## config.mk

```make
export PLATFORM = sky130hd
export DESIGN_NAME = apb_write_master_arb_flat
export DESIGN_NICKNAME = d
export VERILOG_FILES = /design/src/rtl/apb_ctrl_pkg.sv /design/src/rtl/apb_write_master_arb_if.sv /design/src/rtl/apb_rr_arb2.sv /design/src/rtl/apb_write_master_arb.sv /design/src/flat_wrapper.sv
export SDC_FILE = /design/constraint.sdc
export NUM_CORES = 1
export LEC_CHECK = 0
export BUFFER_PORTS_ARGS = -buffer_cell sky130_fd_sc_hd__clkbuf_2
export CORE_MARGIN = 4
export CORE_UTILIZATION = 37
export DETAILED_ROUTE_END_ITERATION = 10
export GPL_TIMING_DRIVEN = 0
export PLACE_DENSITY = 0.66
export SETUP_SLACK_MARGIN = 0.2
export SYNTH_ARGS = -nofsm -noshare
export SYNTH_HDL_FRONTEND = slang
export SYNTH_SLANG_ARGS = --single-unit
```

## constraint.sdc

```tcl
create_clock -name PCLK -period 3.15 [get_ports PCLK]
set_input_delay 0.1575 -clock PCLK [delete_from_list [all_inputs] [get_ports PCLK]]
set_output_delay 0.1575 -clock PCLK [all_outputs]
set_load 0.1 [all_outputs]
```

## src/rtl/apb_ctrl_pkg.sv

```systemverilog
// Shared definitions for the APB write master: FSM state encoding, default
// PREADY timeout and small address/owner helpers.
package apb_ctrl_pkg;

   typedef enum logic [1:0] {
      IDLE   = 2'd0,
      SETUP  = 2'd1,
      ACCESS = 2'd2
   } apb_state_e;

   localparam int TIMEOUT_DEFAULT = 15;

   function automatic logic addr_is_aligned(input logic [31:0] addr);
      return (addr[1:0] == 2'b00);
   endfunction

   function automatic logic [1:0] owner_onehot(input logic owner);
      return owner ? 2'b10 : 2'b01;
   endfunction

endpackage

```

## src/rtl/apb_write_master_arb_if.sv

```systemverilog
// APB write-only bus bundle between the master and a single slave.
interface apb_write_master_arb_if;

   logic        PSEL;
   logic        PENABLE;
   logic        PWRITE;
   logic [31:0] PADDR;
   logic [31:0] PWDATA;
   logic        PREADY;

   modport master (
      output PSEL, PENABLE, PWRITE, PADDR, PWDATA,
      input  PREADY
   );

   modport slave (
      input  PSEL, PENABLE, PWRITE, PADDR, PWDATA,
      output PREADY
   );

endinterface

```

## src/rtl/apb_rr_arb2.sv

```systemverilog
// Two-input round-robin arbiter: contention goes to the requester that did
// not win last; the pointer only moves when a grant is actually issued.
module apb_rr_arb2 (
   input  logic       PCLK,
   input  logic       PRESETn,
   input  logic [1:0] req,
   input  logic       gnt_en,
   output logic [1:0] gnt
);

   logic last_reg;

   genvar gi;
   generate
      for (gi = 0; gi < 2; gi++) begin : g_gnt
         // Win when alone, or when the other side was served last time.
         assign gnt[gi] = gnt_en & req[gi] &
                          (~req[1-gi] | (last_reg != 1'(gi)));
      end
   endgenerate

   always_ff @(posedge PCLK or negedge PRESETn) begin
      if (!PRESETn) begin
         last_reg <= 1'b1;
      end else if (|gnt) begin
         last_reg <= gnt[1];
      end
   end

endmodule

```

## src/rtl/apb_write_master_arb.sv

```systemverilog
// APB write master shared by two requesters, with misaligned-address
// rejection and a PREADY wait timeout.
module apb_write_master_arb
   import apb_ctrl_pkg::*;
#(
   parameter int TIMEOUT = TIMEOUT_DEFAULT
) (
   input  logic        PCLK,
   input  logic        PRESETn,
   input  logic        req0_valid,
   input  logic [31:0] req0_addr,
   input  logic [31:0] req0_wdata,
   output logic        req0_ready,
   output logic        req0_done,
   output logic        req0_err,
   input  logic        req1_valid,
   input  logic [31:0] req1_addr,
   input  logic [31:0] req1_wdata,
   output logic        req1_ready,
   output logic        req1_done,
   output logic        req1_err,
   apb_write_master_arb_if.master apb
);

   localparam logic [7:0] TIMEOUT_CNT = 8'(TIMEOUT);

   apb_state_e  state_reg, state_next;
   logic [1:0]  req_valid, gnt;
   logic [1:0]  ready_reg, done_reg, err_reg;
   logic        owner_reg;
   logic        gnt_en, gnt_any, addr_ok, time_out, xfer_end;
   logic [31:0] sel_addr, sel_wdata;
   logic [31:0] paddr_reg, pwdata_reg;
   logic [7:0]  wait_cnt_reg;

   assign req_valid = {req1_valid, req0_valid};
   // While a ready pulse is out the requester may still show valid for the
   // request just taken, so hold off granting for that cycle.
   assign gnt_en    = (state_reg == IDLE) && (ready_reg == 2'b00);

   apb_rr_arb2 u_arb (
      .PCLK    (PCLK),
      .PRESETn (PRESETn),
      .req     (req_valid),
      .gnt_en  (gnt_en),
      .gnt     (gnt)
   );

   assign gnt_any   = |gnt;
   assign sel_addr  = gnt[1] ? req1_addr  : req0_addr;
   assign sel_wdata = gnt[1] ? req1_wdata : req0_wdata;
   assign addr_ok   = addr_is_aligned(sel_addr);

   // PREADY on the edge that would hit the limit still counts as success.
   assign time_out = (state_reg == ACCESS) && !apb.PREADY &&
                     ((wait_cnt_reg + 8'd1) == TIMEOUT_CNT);
   assign xfer_end = (state_reg == ACCESS) && (apb.PREADY || time_out);

   always_ff @(posedge PCLK or negedge PRESETn) begin
      if (!PRESETn) begin
         state_reg <= IDLE;
      end else begin
         state_reg <= state_next;
      end
   end

   always_comb begin
      state_next = state_reg;
      unique case (state_reg)
         IDLE:    if (gnt_any && addr_ok) state_next = SETUP;
         SETUP:   state_next = ACCESS;
         ACCESS:  if (xfer_end) state_next = IDLE;
         default: state_next = IDLE;
      endcase
   end

   always_comb begin
      apb.PSEL    = 1'b0;
      apb.PENABLE = 1'b0;
      apb.PWRITE  = 1'b0;
      unique case (state_reg)
         SETUP: begin
            apb.PSEL   = 1'b1;
            apb.PWRITE = 1'b1;
         end
         ACCESS: begin
            apb.PSEL    = 1'b1;
            apb.PENABLE = 1'b1;
            apb.PWRITE  = 1'b1;
         end
         default: ;
      endcase
   end

   assign apb.PADDR  = paddr_reg;
   assign apb.PWDATA = pwdata_reg;

   always_ff @(posedge PCLK or negedge PRESETn) begin
      if (!PRESETn) begin
         ready_reg    <= '0;
         done_reg     <= '0;
         err_reg      <= '0;
         owner_reg    <= 1'b0;
         paddr_reg    <= '0;
         pwdata_reg   <= '0;
         wait_cnt_reg <= '0;
      end else begin
         ready_reg <= gnt;
         done_reg  <= '0;
         err_reg   <= '0;
         if (gnt_any) begin
            if (addr_ok) begin
               paddr_reg  <= sel_addr;
               pwdata_reg <= sel_wdata;
               owner_reg  <= gnt[1];
            end else begin
               done_reg <= gnt;
               err_reg  <= gnt;
            end
         end
         if (xfer_end) begin
            done_reg <= owner_onehot(owner_reg);
            err_reg  <= time_out ? owner_onehot(owner_reg) : 2'b00;
         end
         if (state_reg == SETUP) begin
            wait_cnt_reg <= '0;
         end else if ((state_reg == ACCESS) && !apb.PREADY) begin
            wait_cnt_reg <= wait_cnt_reg + 8'd1;
         end
      end
   end

   assign req0_ready = ready_reg[0];
   assign req1_ready = ready_reg[1];
   assign req0_done  = done_reg[0];
   assign req1_done  = done_reg[1];
   assign req0_err   = err_reg[0];
   assign req1_err   = err_reg[1];

endmodule

```

## src/flat_wrapper.sv

```systemverilog
// flat-port wrapper written by rule: the top's interface ports become plain ports
module apb_write_master_arb_flat import apb_ctrl_pkg::*;
#(
   parameter int TIMEOUT = TIMEOUT_DEFAULT
)
  (PCLK, PRESETn, req0_valid, req0_addr, req0_wdata, req0_ready, req0_done, req0_err, req1_valid, req1_addr, req1_wdata, req1_ready, req1_done, req1_err, apb_PSEL, apb_PENABLE, apb_PWRITE, apb_PADDR, apb_PWDATA, apb_PREADY);
  apb_write_master_arb_if apb_i ();
  input  logic PCLK;
  input  logic PRESETn;
  input  logic req0_valid;
  input  logic [31:0] req0_addr;
  input  logic [31:0] req0_wdata;
  output logic req0_ready;
  output logic req0_done;
  output logic req0_err;
  input  logic req1_valid;
  input  logic [31:0] req1_addr;
  input  logic [31:0] req1_wdata;
  output logic req1_ready;
  output logic req1_done;
  output logic req1_err;
  output wire logic [$bits(apb_i.PSEL)-1:0] apb_PSEL;
  output wire logic [$bits(apb_i.PENABLE)-1:0] apb_PENABLE;
  output wire logic [$bits(apb_i.PWRITE)-1:0] apb_PWRITE;
  output wire logic [$bits(apb_i.PADDR)-1:0] apb_PADDR;
  output wire logic [$bits(apb_i.PWDATA)-1:0] apb_PWDATA;
  input wire logic [$bits(apb_i.PREADY)-1:0] apb_PREADY;
  assign apb_PSEL = apb_i.PSEL;
  assign apb_PENABLE = apb_i.PENABLE;
  assign apb_PWRITE = apb_i.PWRITE;
  assign apb_PADDR = apb_i.PADDR;
  assign apb_PWDATA = apb_i.PWDATA;
  assign apb_i.PREADY = apb_PREADY;
  apb_write_master_arb #(.TIMEOUT(TIMEOUT)) u_core (.PCLK(PCLK), .PRESETn(PRESETn), .req0_valid(req0_valid), .req0_addr(req0_addr), .req0_wdata(req0_wdata), .req0_ready(req0_ready), .req0_done(req0_done), .req0_err(req0_err), .req1_valid(req1_valid), .req1_addr(req1_addr), .req1_wdata(req1_wdata), .req1_ready(req1_ready), .req1_done(req1_done), .req1_err(req1_err), .apb(apb_i));
endmodule
```

Word-level counts from Yosys, hierarchy flattened
Index checks and enable logic that the tools add are counted.
{"block": "op_classes", "addsub": 1, "n_eq_ne": 5, "n_mux": 15, "n_bitwise": 9, "n_reduce_logical": 15}
{"op": "2-to-1 mux 32 bit", "n": 2}
{"op": "2-to-1 mux 2 bit", "n": 8}
{"op": "2-to-1 mux 8 bit", "n": 2}
{"op": "adder 8 x 1 -> 8 bit, second input constant", "n": 1}
{"op": "== test 8 x 4 -> 1 bit, second input constant", "n": 1}
{"op": "logical NOT 2 bit", "n": 3}
{"op": "one-hot mux 2 bit (3 select lines)", "n": 1}
{"op": "logical AND 1 bit", "n": 5}
{"op": "bitwise AND 1 bit", "n": 4}
{"op": "AND reduction 2 bit", "n": 2}
{"op": "OR reduction 2 bit", "n": 2}
{"op": "inverter 1 bit", "n": 3}
{"op": "== test 2 x 1 -> 1 bit, second input constant", "n": 1}
{"op": "== test 2 bit, second input constant", "n": 1}
{"op": "2-to-1 mux 1 bit", "n": 2}
{"op": "inequality test 2 x 1 -> 1 bit, second input constant", "n": 1}
{"op": "inequality test 2 bit, second input constant", "n": 1}
{"op": "OR 1 bit", "n": 2}
{"op": "nonzero test 2 bit", "n": 1}
{"op": "logical NOT 1 bit", "n": 1}
{"op": "logical OR 1 bit", "n": 1}
{"block": "word_totals", "register_bits": 82, "input_bits": 133, "output_inout_bits": 73, "wordCells": 54}

Longest topological paths before layout
{"block": "depth", "depth_word": 9, "ltp_mapped": 8, "mapped_depth_nobuf": 7}

Cells and area by module
Synthesis repeated with hierarchy kept, for this count alone.
{"block": "unflattened", "hier_cells": 372, "hier_area_um2": 3913.8}
{"mod": "apb_write_master_arb", "n_inst": 1, "cells_each": 364, "area_each_um2": 3851.2, "seq_area_each_um2": 2026.9}
{"mod": "apb_rr_arb2", "n_inst": 1, "cells_each": 8, "area_each_um2": 62.6, "seq_area_each_um2": 26.3}

Least setup slack after synthesis
Ideal clock, no wire load.
{"block": "synth_path", "kind": "reg-to-reg", "start": "reg u_core.state_reg[0]", "end": "reg u_core.state_reg[1]", "setup_ps": 128, "t_arrival_ps": 2668, "t_required_ps": 3022, "path_slack_ps": 355, "path_stages_with_launch": 8, "n_path_buf": 0, "period_less_slack_ps": 2795, "path_cell_list": "dfrtp_1 inv_1 ha_1 nand2b_1 nor4b_1 o211ai_1 a2bb2oi_2 mux2_1"}
{"block": "synth_between", "elab_chain_cells": 9, "elab_cells_between_ends": 20, "classes_between": "eq/ne (4); mux (2); bitwise (4); reduce/logical (10)"}
{"element": "start: declaration", "line": "apb_write_master_arb.sv:27", "text": "apb_state_e state_reg, state_next;"}
{"element": "start signal: assignment", "line": "apb_write_master_arb.sv:63", "text": "state_reg <= state_next;"}
{"element": "logical NOT 2 bit", "line": "apb_write_master_arb.sv:39, apb_write_master_arb.sv:69"}
{"element": "logical AND 1 bit", "line": "apb_write_master_arb.sv:39", "text": "assign gnt_en = (state_reg == IDLE) && (ready_reg == 2'b00);"}
{"element": "bitwise AND 1 bit (2 in a row)", "line": "apb_rr_arb2.sv:17", "text": "assign gnt[gi] = gnt_en & req[gi] &"}
{"element": "2-to-1 mux 32 bit", "line": "apb_write_master_arb.sv:50", "text": "assign sel_addr = gnt[1] ? req1_addr : req0_addr;"}
{"element": "logical NOT 2 bit", "line": "apb_ctrl_pkg.sv:14", "text": "return (addr[1:0] == 2'b00);"}
{"element": "logical AND 1 bit", "line": "apb_write_master_arb.sv:70", "text": "IDLE: if (gnt_any && addr_ok) state_next = SETUP;"}
{"element": "inequality test 2 bit (no line)"}
{"element": "AND reduction 2 bit (no line)"}
Several ways; a longest one is shown, not always the timed one.
A chain may end at the register's enable or synchronous reset.

Worst setup path in the final report
{"block": "layout_path", "start": "reg u_core.state_reg[0]", "end": "reg u_core.paddr_reg[21], in the netlist u_core.apb.PADDR[21]"}
{"block": "layout_between", "elab_chain_cells": 7, "elab_cells_between_ends": 10, "classes_between": "mux (1); bitwise (4); reduce/logical (5)"}
{"element": "logical NOT 2 bit *", "line": "apb_write_master_arb.sv:39"}
{"element": "logical AND 1 bit *", "line": "apb_write_master_arb.sv:39"}
{"element": "bitwise AND 1 bit (2 in a row)", "line": "apb_rr_arb2.sv:17"}
{"element": "2-to-1 mux 32 bit", "line": "apb_write_master_arb.sv:50"}
{"element": "logical NOT 2 bit", "line": "apb_ctrl_pkg.sv:14"}
{"element": "AND reduction 2 bit (no line)"}
{"element": "end signal: assignment", "line": "apb_write_master_arb.sv:113", "text": "paddr_reg <= sel_addr;"}
{"element": "end: declaration", "line": "apb_write_master_arb.sv:33", "text": "logic [31:0] paddr_reg, pwdata_reg;"}
Every way passes the cells marked *; elsewhere a longest branch is shown, timed or not.

==> results.toml <==
[outcome]
status = "finished clean"

[floorplanning]
die-area_mm2 = 0.0120
floorplan.io_pins = 206
die_height_um = 109
die_w_um = 109
core-area_mm2 = 0.00991
fp-row-count = 36
initial_core_util = 0.383

[cells_and_area]
areaGrowthSynthToFinish_pct = 38.2
layout.cells.most_common_list = "clkbuf_2, nand2_1, dfrtp_1"
final_common_cell = "clkbuf_2"
antenna_cells_inserted = 0
post_route_cells_drive_above_1_share = 0.363
layout.nets = 798
postLayoutCoreUtil = 0.530

[worst_setup_path]
critical_path.reg2reg.startpoint = "u_core.state_reg[0]"
setup.worst_path.start = "u_core.state_reg[0]"
worst_ep_arrival_time_ps = 2730
worstSetupStartpointType = "flip-flop"
critical_path_class = "flip-flop to flip-flop"
r2r_end = "u_core.apb.PADDR[21]"
worst_setup_path_end_kind = "flip-flop"
worst-path-max-fanout = 10
worst_r2r_path_depth = 8
worstPathRequired_ps = 3360
reg2reg_setup_slack_ps = 640

[grt]
vias_in_the_first_global_route = 3764
antenna_found_initial = 0
largest_net_degree_at_the_start_of_global_routing = 54
global_route_wire_length_before_repair_um = 17700
globalRouteTotalUtil = 0.188
grt.overflow.total = 0

[synth]
synth.yosys.warnings = 0
syn-instance-count = 437
synth_seq_cells = 82
proportion_of_synthesized_flip_flops_having_asynchronous_set_or_reset = 1.00
yosysSeqAreaShare = 0.540
synthesis.area_mm2 = 0.00380
syn-mean-instance-area_um2 = 8.70
number_of_synthesized_flops_with_an_enable_pin = 0
synth_cell_types = 38
ys_dominant_reg_cell = "dfrtp_1"
postSynthNetCount = 576

[flow_run]
maxCapViolations = 0

[hold_path]
hold_ep = "u_core.apb.PWDATA[30]"
timing.hold.worst_path_depth = 3
timing.hold.worst.class = "input pin to flip-flop"
min_from = "req0_wdata[30]"

[placed_design]
place.gp.congestion = 0.872
half_perimeter_wire_length_after_placement_um = 8900
pre_cts_slack_ps = 396
place.port_buffers = 205

[timing]
finClkSkew_ps = 9.98
post-route-worst-setup-slack_ps = 636
slew-limit-headroom = 0.623
hold_slack_ps = 33.3
hold_viol_final = 0
drv_slew = 0
worst_pin_slew_ps = 567
fmaxAchievable_mhz = 398
grt_setup_unrepaired = "false"
period_minus_slack_ps = 2510
min_period_over_period = 0.798
fin_tns_setup_ps = 0
setup-violations-final = 0

[drt]
post_drt_via_cell_ratio = 4.86
final_antenna_net_count = 0
drt_iter0_drc = 272
firstDrtPassIters = 4
drc = 0
wl_um = 11500
route.detailed.wl_per_inst_um = 14.4
vias = 3876

[cts]
numCtsBuffers = 9
cts_tree = "built"
clk_latency_ps = 350
cts-htree-levels = 3
numClockSinks = 82
cts.path.max_buffers = 2
root_buffer = "clkbuf_8"
clkTransAtPathRegs_ps = 90
-- timing repair --
item                                    in CTS  in global routing
hold endpoints to repair                    29                  0
hold buffers                                 1                  0
resized for setup                            0                  0
endpoints found under the setup margin       0                  1
setup buffers                                0                  4
-- metrics by stage --
| stage | cells | cell area [um2] |
|---|---|---|
| finish | 797 | 5250 |
| CTS | 793 | 5220 |
| detailed placement | 776 | 5020 |
| global route | 797 | 5250 |
| floorplan | 437 | 3800 |
| global placement | 775 | 4990 |
-- critical path, stage by stage (launching register included) --
cell and delay, ps:
dfrtp_1 410, inv_1 120, ha_1 190, nor3b_2 230
nand3_1 300, o31ai_4 410, buf_4 220, clkbuf_1 350
a31oi_1 140
-- layer usage --
metal / share of wire / track usage
met1: 0.41 / 0.229
met2: 0.49 / 0.327
met3: 0.077 / 0.0482
met4: 0.019 / 0.0588
met5: 0 / 0
-- cells in the mapped netlist (2+ instances only) --
| cell | instances | area share |
|---|---|---|
| clkbuf_1 | 15 | 0.015 |
| nand2_1 | 132 | 0.13 |
| buf_2 | 7 | 0.0092 |
| dfrtp_1 | 81 | 0.53 |
| o21ai_0 | 4 | 0.0053 |
| o211ai_1 | 2 | 0.0040 |
| mux2_1 | 2 | 0.0059 |
| a21oi_1 | 4 | 0.0053 |
| nand4_1 | 3 | 0.0049 |
| a31oi_1 | 62 | 0.10 |
| inv_1 | 8 | 0.0079 |
| buf_4 | 5 | 0.0099 |
| nor2_1 | 75 | 0.074 |
| xnor2_1 | 4 | 0.0092 |
| ha_1 | 6 | 0.020 |
| nand3_1 | 2 | 0.0026 |
| xor2_1 | 3 | 0.0069 |
| and3_1 | 2 | 0.0033 |
-- how the worst max path moves through the flow --
stage | end | slack, ps
2_1_floorplan | u_core.state_reg[1] | 350
3_3_place_gp | u_core.apb.PWDATA[17] | 510
3_5_place_dp | u_core.apb.PADDR[10] | 400
4_1_cts | u_core.apb.PADDR[17] | 380
5_1_grt | u_core.apb.PADDR[22] | 440
6_report | u_core.apb.PADDR[21] | 640
-- cell families after synthesis --
family                     synth area share
DFF                                   0.540
adders and majority gates            0.0198
muxes                               0.00889
buffers and inverters                0.0438
AOI/OAI and AO/OA                     0.140
and+or+nand+nor                       0.231
xor gates and xnor gates             0.0161
-- layout make-up --
cell class                 count  area (um2)
buffer                        28         133
clock buffer                  12         135
clock inverter                 4        52.6
fill                         982        4660
inverter                       9        33.8
multi-input combinational    318        1580
sequential                    82        2050
tap                          133         166
timing repair buffer         211        1100
Power is not shown: default switching activity piles up to over one toggle a cycle in this logic, so the estimate is an artifact.
